==> src/rtl/mac_pkg.sv <==
// Shared definitions for the MAC lane array: window state encoding and parameter defaults.
package mac_pkg;

  localparam int DEF_LANES  = 4;
  localparam int DEF_DATA_W = 8;
  localparam int DEF_ACC_W  = 24;
  localparam int DEF_OUT_W  = 16;
  localparam int DEF_CNT_W  = 8;

  typedef enum logic {
    EMPTY = 1'b0,
    FULL  = 1'b1
  } mac_state_t;

endpackage

==> src/rtl/mac_dot.sv <==
// Combinational LANES-wide signed dot product of packed w and x, sign-extended to ACC_W.
module mac_dot
  import mac_pkg::*;
#(
  parameter int LANES  = DEF_LANES,
  parameter int DATA_W = DEF_DATA_W,
  parameter int ACC_W  = DEF_ACC_W
) (
  input  logic [LANES*DATA_W-1:0] w,
  input  logic [LANES*DATA_W-1:0] x,
  output logic [ACC_W-1:0]        beat_sum
);

  logic signed [DATA_W-1:0]   w_wi;
  logic signed [DATA_W-1:0]   w_xi;
  logic signed [2*DATA_W-1:0] w_prod;
  logic signed [ACC_W-1:0]    w_sum;

  always_comb begin
    w_sum  = '0;
    w_wi   = '0;
    w_xi   = '0;
    w_prod = '0;
    for (int unsigned i = 0; i < LANES; i++) begin
      w_wi   = w[i*DATA_W +: DATA_W];
      w_xi   = x[i*DATA_W +: DATA_W];
      w_prod = w_wi * w_xi;
      w_sum  = w_sum + ACC_W'(w_prod);
    end
  end

  assign beat_sum = w_sum;

endmodule

==> src/rtl/mac_lane_array.sv <==
// Windowed multi-lane MAC with one-deep result register and valid/ready handshakes.
// Optional build macro MAC_SAT_EN: clamp the narrowed result and report clipping on ovf.
module mac_lane_array
  import mac_pkg::*;
#(
  parameter int LANES  = DEF_LANES,
  parameter int DATA_W = DEF_DATA_W,
  parameter int ACC_W  = DEF_ACC_W,
  parameter int OUT_W  = DEF_OUT_W,
  parameter int CNT_W  = DEF_CNT_W
) (
  input  logic                    clk,
  input  logic                    clear,
  input  logic                    in_valid,
  output logic                    in_ready,
  input  logic                    in_last,
  input  logic [LANES*DATA_W-1:0] w,
  input  logic [LANES*DATA_W-1:0] x,
  input  logic [OUT_W-1:0]        psum_in,
  output logic                    out_valid,
  input  logic                    out_ready,
  output logic [OUT_W-1:0]        psum_out,
  output logic [CNT_W-1:0]        out_beats,
  output logic                    ovf
);

  mac_state_t              r_state;
  logic signed [ACC_W-1:0] r_acc;
  logic [CNT_W-1:0]        r_cnt;
  logic [OUT_W-1:0]        r_psum;
  logic [CNT_W-1:0]        r_beats;
  logic                    r_ovf;

  logic [ACC_W-1:0]        w_beat_raw;
  logic signed [ACC_W-1:0] w_beat_sum;
  logic signed [OUT_W-1:0] w_psum_in_s;
  logic signed [ACC_W-1:0] w_psum_ext;
  logic signed [ACC_W-1:0] w_final;
  logic [OUT_W-1:0]        w_narrow;
  logic                    w_clip;
  logic [CNT_W-1:0]        w_cnt_inc;
  logic                    w_accept;
  logic                    w_accept_last;

  mac_dot #(
    .LANES (LANES),
    .DATA_W(DATA_W),
    .ACC_W (ACC_W)
  ) u_dot (
    .w       (w),
    .x       (x),
    .beat_sum(w_beat_raw)
  );

  assign w_beat_sum    = w_beat_raw;
  assign out_valid     = (r_state == FULL);
  assign in_ready      = !out_valid || out_ready;
  assign w_accept      = in_valid && in_ready;
  assign w_accept_last = w_accept && in_last;

  assign w_psum_in_s = psum_in;
  assign w_psum_ext  = ACC_W'(w_psum_in_s);
  assign w_final     = r_acc + w_beat_sum + w_psum_ext;
  assign w_cnt_inc   = (&r_cnt) ? r_cnt : r_cnt + CNT_W'(1);

`ifdef MAC_SAT_EN
  localparam logic signed [ACC_W-1:0] MAXV = {{(ACC_W-OUT_W+1){1'b0}}, {(OUT_W-1){1'b1}}};
  localparam logic signed [ACC_W-1:0] MINV = {{(ACC_W-OUT_W+1){1'b1}}, {(OUT_W-1){1'b0}}};

  always_comb begin
    w_narrow = w_final[OUT_W-1:0];
    w_clip   = 1'b0;
    if (w_final > MAXV) begin
      w_narrow = MAXV[OUT_W-1:0];
      w_clip   = 1'b1;
    end else if (w_final < MINV) begin
      w_narrow = MINV[OUT_W-1:0];
      w_clip   = 1'b1;
    end
  end
`else
  assign w_narrow = w_final[OUT_W-1:0];
  assign w_clip   = 1'b0;
`endif

  // Accumulator/counter follow accepted beats in either state; the FSM only owns the result slot.
  always_ff @(posedge clk) begin
    if (clear) begin
      r_state <= EMPTY;
      r_acc   <= '0;
      r_cnt   <= '0;
      r_psum  <= '0;
      r_beats <= '0;
      r_ovf   <= 1'b0;
    end else begin
      if (w_accept_last) begin
        r_acc <= '0;
        r_cnt <= '0;
      end else if (w_accept) begin
        r_acc <= r_acc + w_beat_sum;
        r_cnt <= w_cnt_inc;
      end

      case (r_state)
        EMPTY: begin
          if (w_accept_last) begin
            r_psum  <= w_narrow;
            r_beats <= w_cnt_inc;
            r_ovf   <= w_clip;
            r_state <= FULL;
          end
        end
        FULL: begin
          if (w_accept_last) begin
            r_psum  <= w_narrow;
            r_beats <= w_cnt_inc;
            r_ovf   <= w_clip;
            r_state <= FULL;
          end else if (out_ready) begin
            r_state <= EMPTY;
          end
        end
        default: r_state <= EMPTY;
      endcase
    end
  end

  assign psum_out  = r_psum;
  assign out_beats = r_beats;
  assign ovf       = r_ovf;

endmodule

==> config.mk <==
export PLATFORM = sky130hd
export DESIGN_NAME = mac_lane_array
export DESIGN_NICKNAME = d
export VERILOG_FILES = /design/src/rtl/mac_pkg.sv /design/src/rtl/mac_dot.sv /design/src/rtl/mac_lane_array.sv
export SDC_FILE = /design/constraint.sdc
export NUM_CORES = 1
export LEC_CHECK = 0
export ABC_AREA = 1
export CAP_MARGIN = 20
export CORE_MARGIN = 8
export CORE_UTILIZATION = 45
export DETAILED_ROUTE_END_ITERATION = 8
export PLACE_DENSITY_LB_ADDON = 0.2
export SYNTH_ARGS = -nofsm -noshare
export SYNTH_HDL_FRONTEND = slang
export SYNTH_SLANG_ARGS = --single-unit
==> constraint.sdc <==
create_clock -name clk -period 28.9 [get_ports clk]
set_input_delay 7.225 -clock clk [delete_from_list [all_inputs] [get_ports clk]]
set_output_delay 7.225 -clock clk [all_outputs]
set_load 0.02 [all_outputs]
== Word level (Yosys, flattened, before mapping) ==
Cells that the tools add are included.
Cells by class
  mux-type cells: 8
  divide/modulo/power cells: 0
  multipliers: 4
  reduce and logical (&&, ||, !) cells: 6
  equal/unequal tests: 0
  magnitude comparators: 0
  bitwise gates (word level): 1
  shifts and indexed selects: 0
  add/subtract/negate cells: 6
Operators with widths (count)
  $mul 8x8->16: 4
  $add 24x16->24: 1
  $add 24x24->24: 1
  $add 17x16->18: 1
  $add 16x16->17: 1
  $add 16x16->16: 1
  $mux 16: 1
  $mux 8: 2
  $add 8x1->8 const B: 1
  $reduce_and 8->1: 1
  $mux 1: 4
  $logic_and 1x1->1: 2
  $pmux 1 s2: 1
  $reduce_or 2->1: 1
  $logic_not 1->1: 1
  $logic_or 1x1->1: 1
  $not 1->1: 1
Storage, ports and cells
  word-level logic and storage cells: 31
  memories kept: 0
  output and inout port bits: 27
  input port bits: 85
  register bits after elaboration: 58
  bits in writable memories: 0
  ROM bits: 0
  bits in latches: 0

== Depth between registers and ports, before layout ==
Gate-level depths: netlist of run 1.
  word-level depth: 7
  gate-level depth with buffers: 51

== Hierarchy ==
From an unflattened synthesis of run 1, not the netlist that was laid out.
Unflattened totals
  cells, all modules: 1926
  area total of the unflattened synthesis: 15254.6 um2
Modules (own cells, without submodules)
  mac_dot: area an instance 11663.7 um2, cells each 1399, instances 1
  mac_lane_array: area an instance 3590.9 um2, cells each 527, instances 1

== Worst setup path before layout of run 1 ==
OpenSTA, ideal clock, no wires.
  path kind: in2reg
  from: input port x[0]
  to: register r_psum[15] (netlist: psum_out[15])
  slack: 12.993 ns
  cell stages on the path: 42
  data arrival time: 15.849 ns
  library setup time: 0.058 ns
  cell sequence: clkbuf_1 -> nand2_1 -> fa_1 -> inv_1 -> fa_1 -> inv_1 -> fa_1 -> fa_1 -> inv_1 -> fa_1 -> fa_1 -> inv_1 -> fa_1 -> inv_1 -> ha_1 -> a21oi_1 -> o21bai_1 -> xor2_1 -> [... 6 more ...] -> ha_1 -> nand2_1 -> nor3_1 -> nand2_1 -> o211ai_1 -> xor2_1 -> ha_1 -> inv_1 -> nor3_1 -> nand3_1 -> nand4_1 -> nand3_1 -> nand3_1 -> xor2_2 -> inv_1 -> nand3_1 -> nand3_1 -> nand2_1
On the way
  word-level cells in the longest chain between the ends: 7
Ends and longest elaborated chain
  start: declaration: RTL line mac_lane_array.sv:18  | input logic [LANES*DATA_W-1:0] x,
  $mul 8x8->16: RTL line mac_dot.sv:27  | w_prod = w_wi * w_xi;
  $add 16x16->17: RTL line mac_dot.sv:28  | w_sum = w_sum + ACC_W'(w_prod);
  $add 17x16->18: RTL line mac_dot.sv:28
  $add 24x16->24: RTL line mac_dot.sv:28
  $add 24x24->24
  $add 16x16->16: RTL line mac_lane_array.sv:63  | assign w_final = r_acc + w_beat_sum + w_psum_ext;
  $mux 16: RTL line mac_lane_array.sv:106, mac_lane_array.sv:114
  end signal: assignment: RTL line mac_lane_array.sv:107  | r_psum <= w_narrow;
  end signal: assignment: RTL line mac_lane_array.sv:115  | r_psum <= w_narrow;
  end: declaration: RTL line mac_lane_array.sv:30  | logic [OUT_W-1:0] r_psum;
No other way between the ends. The select of a mux whose other input is x is not followed.
A chain may end at the register's enable or synchronous reset.

== Final worst setup path of run 1 ==
  from: input port w[5]
  to: register r_psum[15] (netlist: psum_out[15])
On the way
  word-level cells in the longest chain between the ends: 7
Ends and longest elaborated chain
  start: declaration: RTL line mac_lane_array.sv:17  | input logic [LANES*DATA_W-1:0] w,
  $mul 8x8->16: RTL line mac_dot.sv:27
  $add 16x16->17: RTL line mac_dot.sv:28
  $add 17x16->18: RTL line mac_dot.sv:28
  $add 24x16->24: RTL line mac_dot.sv:28
  $add 24x24->24
  $add 16x16->16: RTL line mac_lane_array.sv:63
  $mux 16: RTL line mac_lane_array.sv:106, mac_lane_array.sv:114
No other way between the ends. The select of a mux whose other input is x is not followed.

==> impl_results.md, run 1 <==
- Status: completed
- Cts repair resizes: 0
- Cell mode on critical path: inv_1
- Initial antenna violation count: 2
- Most Crowded Layer GR: met2
- Post-synthesis average cell area: 7.79 um2
- Avg WL per Cell: 14.3 um
- Worst Hold End: psum_out[15]
- Core box area: ~32000 um2
- Die ar.: 38000 um2
- Synth Net Count: between 2000 and 2500
- Routed wire length: 33.0 mm
- Worst r2r src: r_acc[6]
- Slowest stage delay, CP: 0.70 ns
- Routed Antenna Nets: 0
- Chip width: between 150 and 200 um
- First-pass GRT wire length: 57.6 mm
- Final setup vio count: 0
- Via density: ~4.7
- Clk_lat worst skew: around 0.30 ns
- Post-place instance area: 15800 um2
- YS warnings: 0
- Gp weighted congestion: 0.863
- Grt total ovfl: 0
- Slew HR: 0.488
- Met2 Usage GRT: 0.313
- Design area: around 16000 um2
- Final Critical Period: 16.77 ns
- GR Layer Usage met1: 0.255
- TritonCTS buffer count: 5
- Top post-synthesis cells by area: fa_1 41%, inv_1 16%, ha_1 12%, nand2_1 9.3%, dfxtp_1 6.8%
- Hold path start: psum_out[15]
- Post CTS Setup Buffer Count: 0
- Post-Route Skew: around 0.0073 ns
- Worst Tran Pin Value: 0.766 ns
- Starting Density: 0.457
- Hold path cells: 2
- Most frequent cell after synthesis: inv_1
- Fin. max-slew vios: 0
- Number of synthesized flops with an enable pin: 0
- Pin count of the biggest net entering global routing: 29
- TritonRoute pass-1 iters: 5
- DRC: 0
- Largest buffer count on any clock path: 2
- Nets: around 2400
- Final hold viol count: 0
- H-tree depth: 2
- Post-synthesis async set-or-reset flop share: 0
- Ys flop type: dfxtp_1
- CTS sink cnt: 49
- Sequential area share after synthesis: 0.0680
- Synthesis-stage register bit count: ~50
- Fin crit share: 0.580
- Drt initial violations: 460
- Grt met3 use: 0.0203
- Clock-pin slew on the worst setup and hold paths: 0.07 ns
- Vias in the first global route: ~12000
- FF-to-FF path depth: 28
- CP max-delay cell: clkdlybuf4s50_1
- Crit end category: flip-flop
- Setup TNS: 0 ns
- Mapped cell area: between 10000 and 15000 um2
- CP required: a little under 30 ns
- Share of cells above drive strength 1: 0.0242
- Area Overhead vs Synth: 10.6%
- Hold Crit Class: reg2reg
- # IOs: 112
- Vias post-DR: 10900
- Fmax: 0.0596 GHz
- RSZ-0062 raised after global routing: no
- Max_cap viols: 0
- CTS tree: done
- Synth top cells by count: 620 x inv_1, 356 x nand2_1, 297 x fa_1
- Reg2reg setup slack: 23.24 ns
- Synth area leader: fa_1
- Area share of the largest cell type after synthesis: 0.412
- Crit path max fanout: 8
- PortBufs: 110
- Netlist cell types: 43
- Data arrival, critical path: approximately 17 ns
- Crit Reg-Reg Endpoint: psum_out[15]
- Root Buffer: clkbuf_16
- Layout fillers: 3099
- Crit path kind: in2reg
- Die H: 195 um
- Crit path launch type: input port
- GRT Resource Usage Total: 0.183
- Post-CTS Hold Fix Bufs: 0
- Syn Inst Count: ~1900
- Row count: 65
- Post-DP HPWL: roughly 30 mm
metrics by stage:
stage                     cells  hold WS, ns   util  setup WS [ns]
after floorplan            1853        0.441      -          12.99
after global placement     2294        0.444  0.499          11.97
after detailed placement   2294        0.441  0.499          11.85
after CTS                  2302        0.456  0.505          12.13
after global routing       2304        0.483  0.506          11.34
final                      2304        0.451  0.506          12.13
worst max-delay path: cells and delay by family:
kind | cells | cell delay (ns)
simple gates | 13 | 1.40
xor+xnor | 3 | 0.45
compound gates | 4 | 0.77
fa+ha+maj | 13 | 5.84
buf+inv | 12 | 1.30
state kept, by name, indices dropped and copies added (netlist names):
| name | count |
|---|---|
| out_valid | 1 |
| psum_out | 16 |
| r_cnt | 8 |
| out_beats | 8 |
| r_acc | 16 |
cells in the final DEF, fill, tap and decap left out, drive strengths merged, types with 2 or more instances in the layout:
cell,netlist,routed
ha,133,133
nand3,32,32
nand4,3,3
a21oi,67,67
nor2,53,53
clkbuf,65,5
nand2,363,363
nor3,8,8
o21a,2,2
a31oi,3,3
nand3b,2,2
bufinv,0,2
a21o,6,6
clkinv,4,4
or2,15,15
o21bai,7,7
xnor2,12,12
diode,0,2
clkdlybuf4s50,0,110
dfxtp,49,49
a22o,2,2
inv,627,628
xor2,32,32
o21ai,55,55
fa,297,297
o211ai,4,4
kinds of logic after synthesis:
family                     synth area share
and+or+nand+nor                       0.136
adders and majority gates             0.527
xor gates and xnor gates             0.0272
other                              0.000260
AOI/OAI and AO/OA                    0.0582
buffers and inverters                 0.183
DFF                                  0.0680
metal layers:
metal / wire [um] / part of all wire
met4: 316 / 0.0096
met1: 15400 / 0.47
met3: 1520 / 0.046
met5: 0 / 0
met2: 15800 / 0.48
worst max-delay path by stage:
stage                     start           end  cells past startpoint
after floorplan            x[0]  psum_out[15]                     42
after global placement     w[5]  psum_out[15]                     51
after detailed placement   w[5]  psum_out[15]                     42
after CTS                  w[5]  psum_out[15]                     42
after global routing       x[3]  psum_out[15]                     45
final                      w[5]  psum_out[15]                     45
area by class of cell:
class	instances	area (um2)	share of cell area
diodes	2	5.00	0.000314
clock buffers	5	125	0.00784
clock inverters	3	68.8	0.00431
inverters	631	2370	0.148
multi-input cells	1102	10800	0.677
flip-flops and latches	49	981	0.0615
well taps	402	503	0.0315
repair buffers	110	1100	0.0690
Power of run 1 is not shown: default switching activity piles up to over one toggle a cycle in this logic, so the estimate is an artifact.
==> run 2, diff against run 1 <==
Clock period 28.9 ns to 14.1 ns, I/O delays scaled along.
==> run 2 against run 1 <==
- clock skew fell by 0.0022 ns
- register-to-register slack got worse by 15 ns
- critical path depth fell by 3
- global-route usage about the same
- die area unchanged
- worst hold slack improved by 0.0046 ns
- first-iteration DRC count rose by 33%
- worst setup slack got worse by 11 ns
- critical endpoint unchanged
==> impl_results.md, run 2 (synthesis gave the netlist of run 1 again) <==
- Status: completed
- Chip width: just under 200 um
- Fin. max-slew vios: 0
- Cts repair resizes: 0
- Vias post-DR: approximately 11000
- Slew HR: 0.479
- Crit Reg-Reg Endpoint: psum_out[15]
- DRC: 0
- Vias in the first global route: 11800
- Final setup vio count: 0
- Crit path kind: in2reg
- Hold path start: psum_out[15]
- Area Overhead vs Synth: 10.7%
- Max_cap viols: 0
- Post CTS Setup Buffer Count: 0
- Crit end category: flip-flop
- Initial antenna violation count: 2
- Commonest non-fill, non-tap cell in the layout: inv_1
- FF-to-FF path depth: 27
- Row count: 65
- CP required: between 10 and 15 ns
- Post-DP HPWL: 30.1 mm
- Fin crit share: 0.928
- Starting Density: 0.457
- Data arrival, critical path: approximately 13 ns
- Layout fillers: 3077
- Worst Hold End: psum_out[15]
- TritonRoute pass-1 iters: 5
- Clock-pin slew on the worst setup and hold paths: 0.07 ns
- Root Buffer: clkbuf_16
- Crit path max fanout: 8
- Clk_lat worst skew: 0.30 ns
- Pin count of the biggest net entering global routing: 29
- Hold Crit Class: reg2reg
- Avg WL per Cell: approximately 14 um
- Share of cells above drive strength 1: 0.0288
- Largest buffer count on any clock path: 2
- PortBufs: 110
- CTS sink cnt: 49
- Register Area: 981 um2
- Reg2reg setup slack: between 8 and 9 ns
- Via density: 4.79
- Final Critical Period: 13.08 ns
- H-tree depth: 2
- Worst r2r src: r_acc[6]
- Die ar.: 38000 um2
- Slowest stage delay, CP: 0.67 ns
- CTS tree: done
- Routed Antenna Nets: 0
- CP max-delay cell: clkdlybuf4s50_1
- Post-Route Skew: 0.00504 ns
- Core box area: 31600 um2
- Gp weighted congestion: 0.857
- Die H: 195 um
- Grt total ovfl: 0
- Crit path launch type: input port
- First-pass GRT wire length: 57.6 mm
- Drt initial violations: between 600 and 700
- RSZ-0062 raised after global routing: no
- GRT Resource Usage Total: 0.184
- Most frequent cells in the layout: 620 x inv_1, 356 x nand2_1, 297 x fa_1
- Fmax: 0.0764 GHz
- Area of the multi-input gates: between 10000 and 15000 um2
- Setup TNS: 0 ns
- TritonCTS buffer count: 5
- Routed wire length: 33.2 mm
- Nets: 2423
- Hold path cells: 2
- Final hold viol count: 0
- # IOs: 112
- Worst Tran Pin Value: 0.779 ns
- Post-CTS Hold Fix Bufs: 0
run 2: cell types whose count changed in the layout (fill, tap and decap cells not counted):
cell / change
clkinv_2: +1
clkinvlp_4: +1
buf_4: +9
bufinv_16: -2
run 2: area by class of cell:
class                           instances  area share
Antenna cell                            2    0.000313
Clock buffer                            5     0.00783
Clock inverter                          3     0.00133
Inverter                              631       0.148
Multi-Input combinational cell       1102       0.676
Sequential cell                        49      0.0614
Tap cell                              402      0.0315
Timing Repair Buffer                  119      0.0732
run 2: metrics by stage:
stage	utilization	setup slack (ns)	instance area [um2]	hold slack, ns	cells
finish	0.506	1.02	16000	0.455	2313
global route	0.506	0.294	16000	0.483	2313
CTS	0.506	1.02	16000	0.462	2311
detailed placement	0.501	0.725	15800	0.451	2303
global placement	0.501	0.919	15800	0.445	2303
floorplan	-	1.89	14400	0.441	1853
run 2: how the worst max path moves through the flow:
stage               startpoint            to  slack [ns]  depth (start not counted)
global route              w[2]  psum_out[15]        0.29                         45
finish                    x[0]  psum_out[15]        1.02                         42
global placement          x[0]  psum_out[15]        0.92                         51
floorplan                 x[0]  psum_out[15]        1.89                         42
detailed placement        x[0]  psum_out[15]        0.73                         42
CTS                       x[0]  psum_out[15]        1.02                         42
run 2: worst max-delay path: cells and delay by family:
kind | cells | cell delay, ns
buf+inv | 11 | 1.24
xor+xnor | 3 | 0.48
fa+ha+maj | 13 | 6.07
simple gates | 12 | 1.44
compound gates | 3 | 0.56
run 2: metal layers:
metal	part of all wire	vias to the layer above	global-route usage
li1	-	5337	-
met1	0.45	5437	0.255
met2	0.48	268	0.311
met3	0.058	28	0.0244
met4	0.013	0	0.0241
met5	0	-	0
Power of run 2 is left out for the same reason.
==> run 3, diff against run 2 <==
Settings changed: SETUP_SLACK_MARGIN from default to 0.05.
==> results of run 3 <==
No change in the layout: final DEF, timing and power equal those of run 2.
Power of run 3 is left out for the same reason.
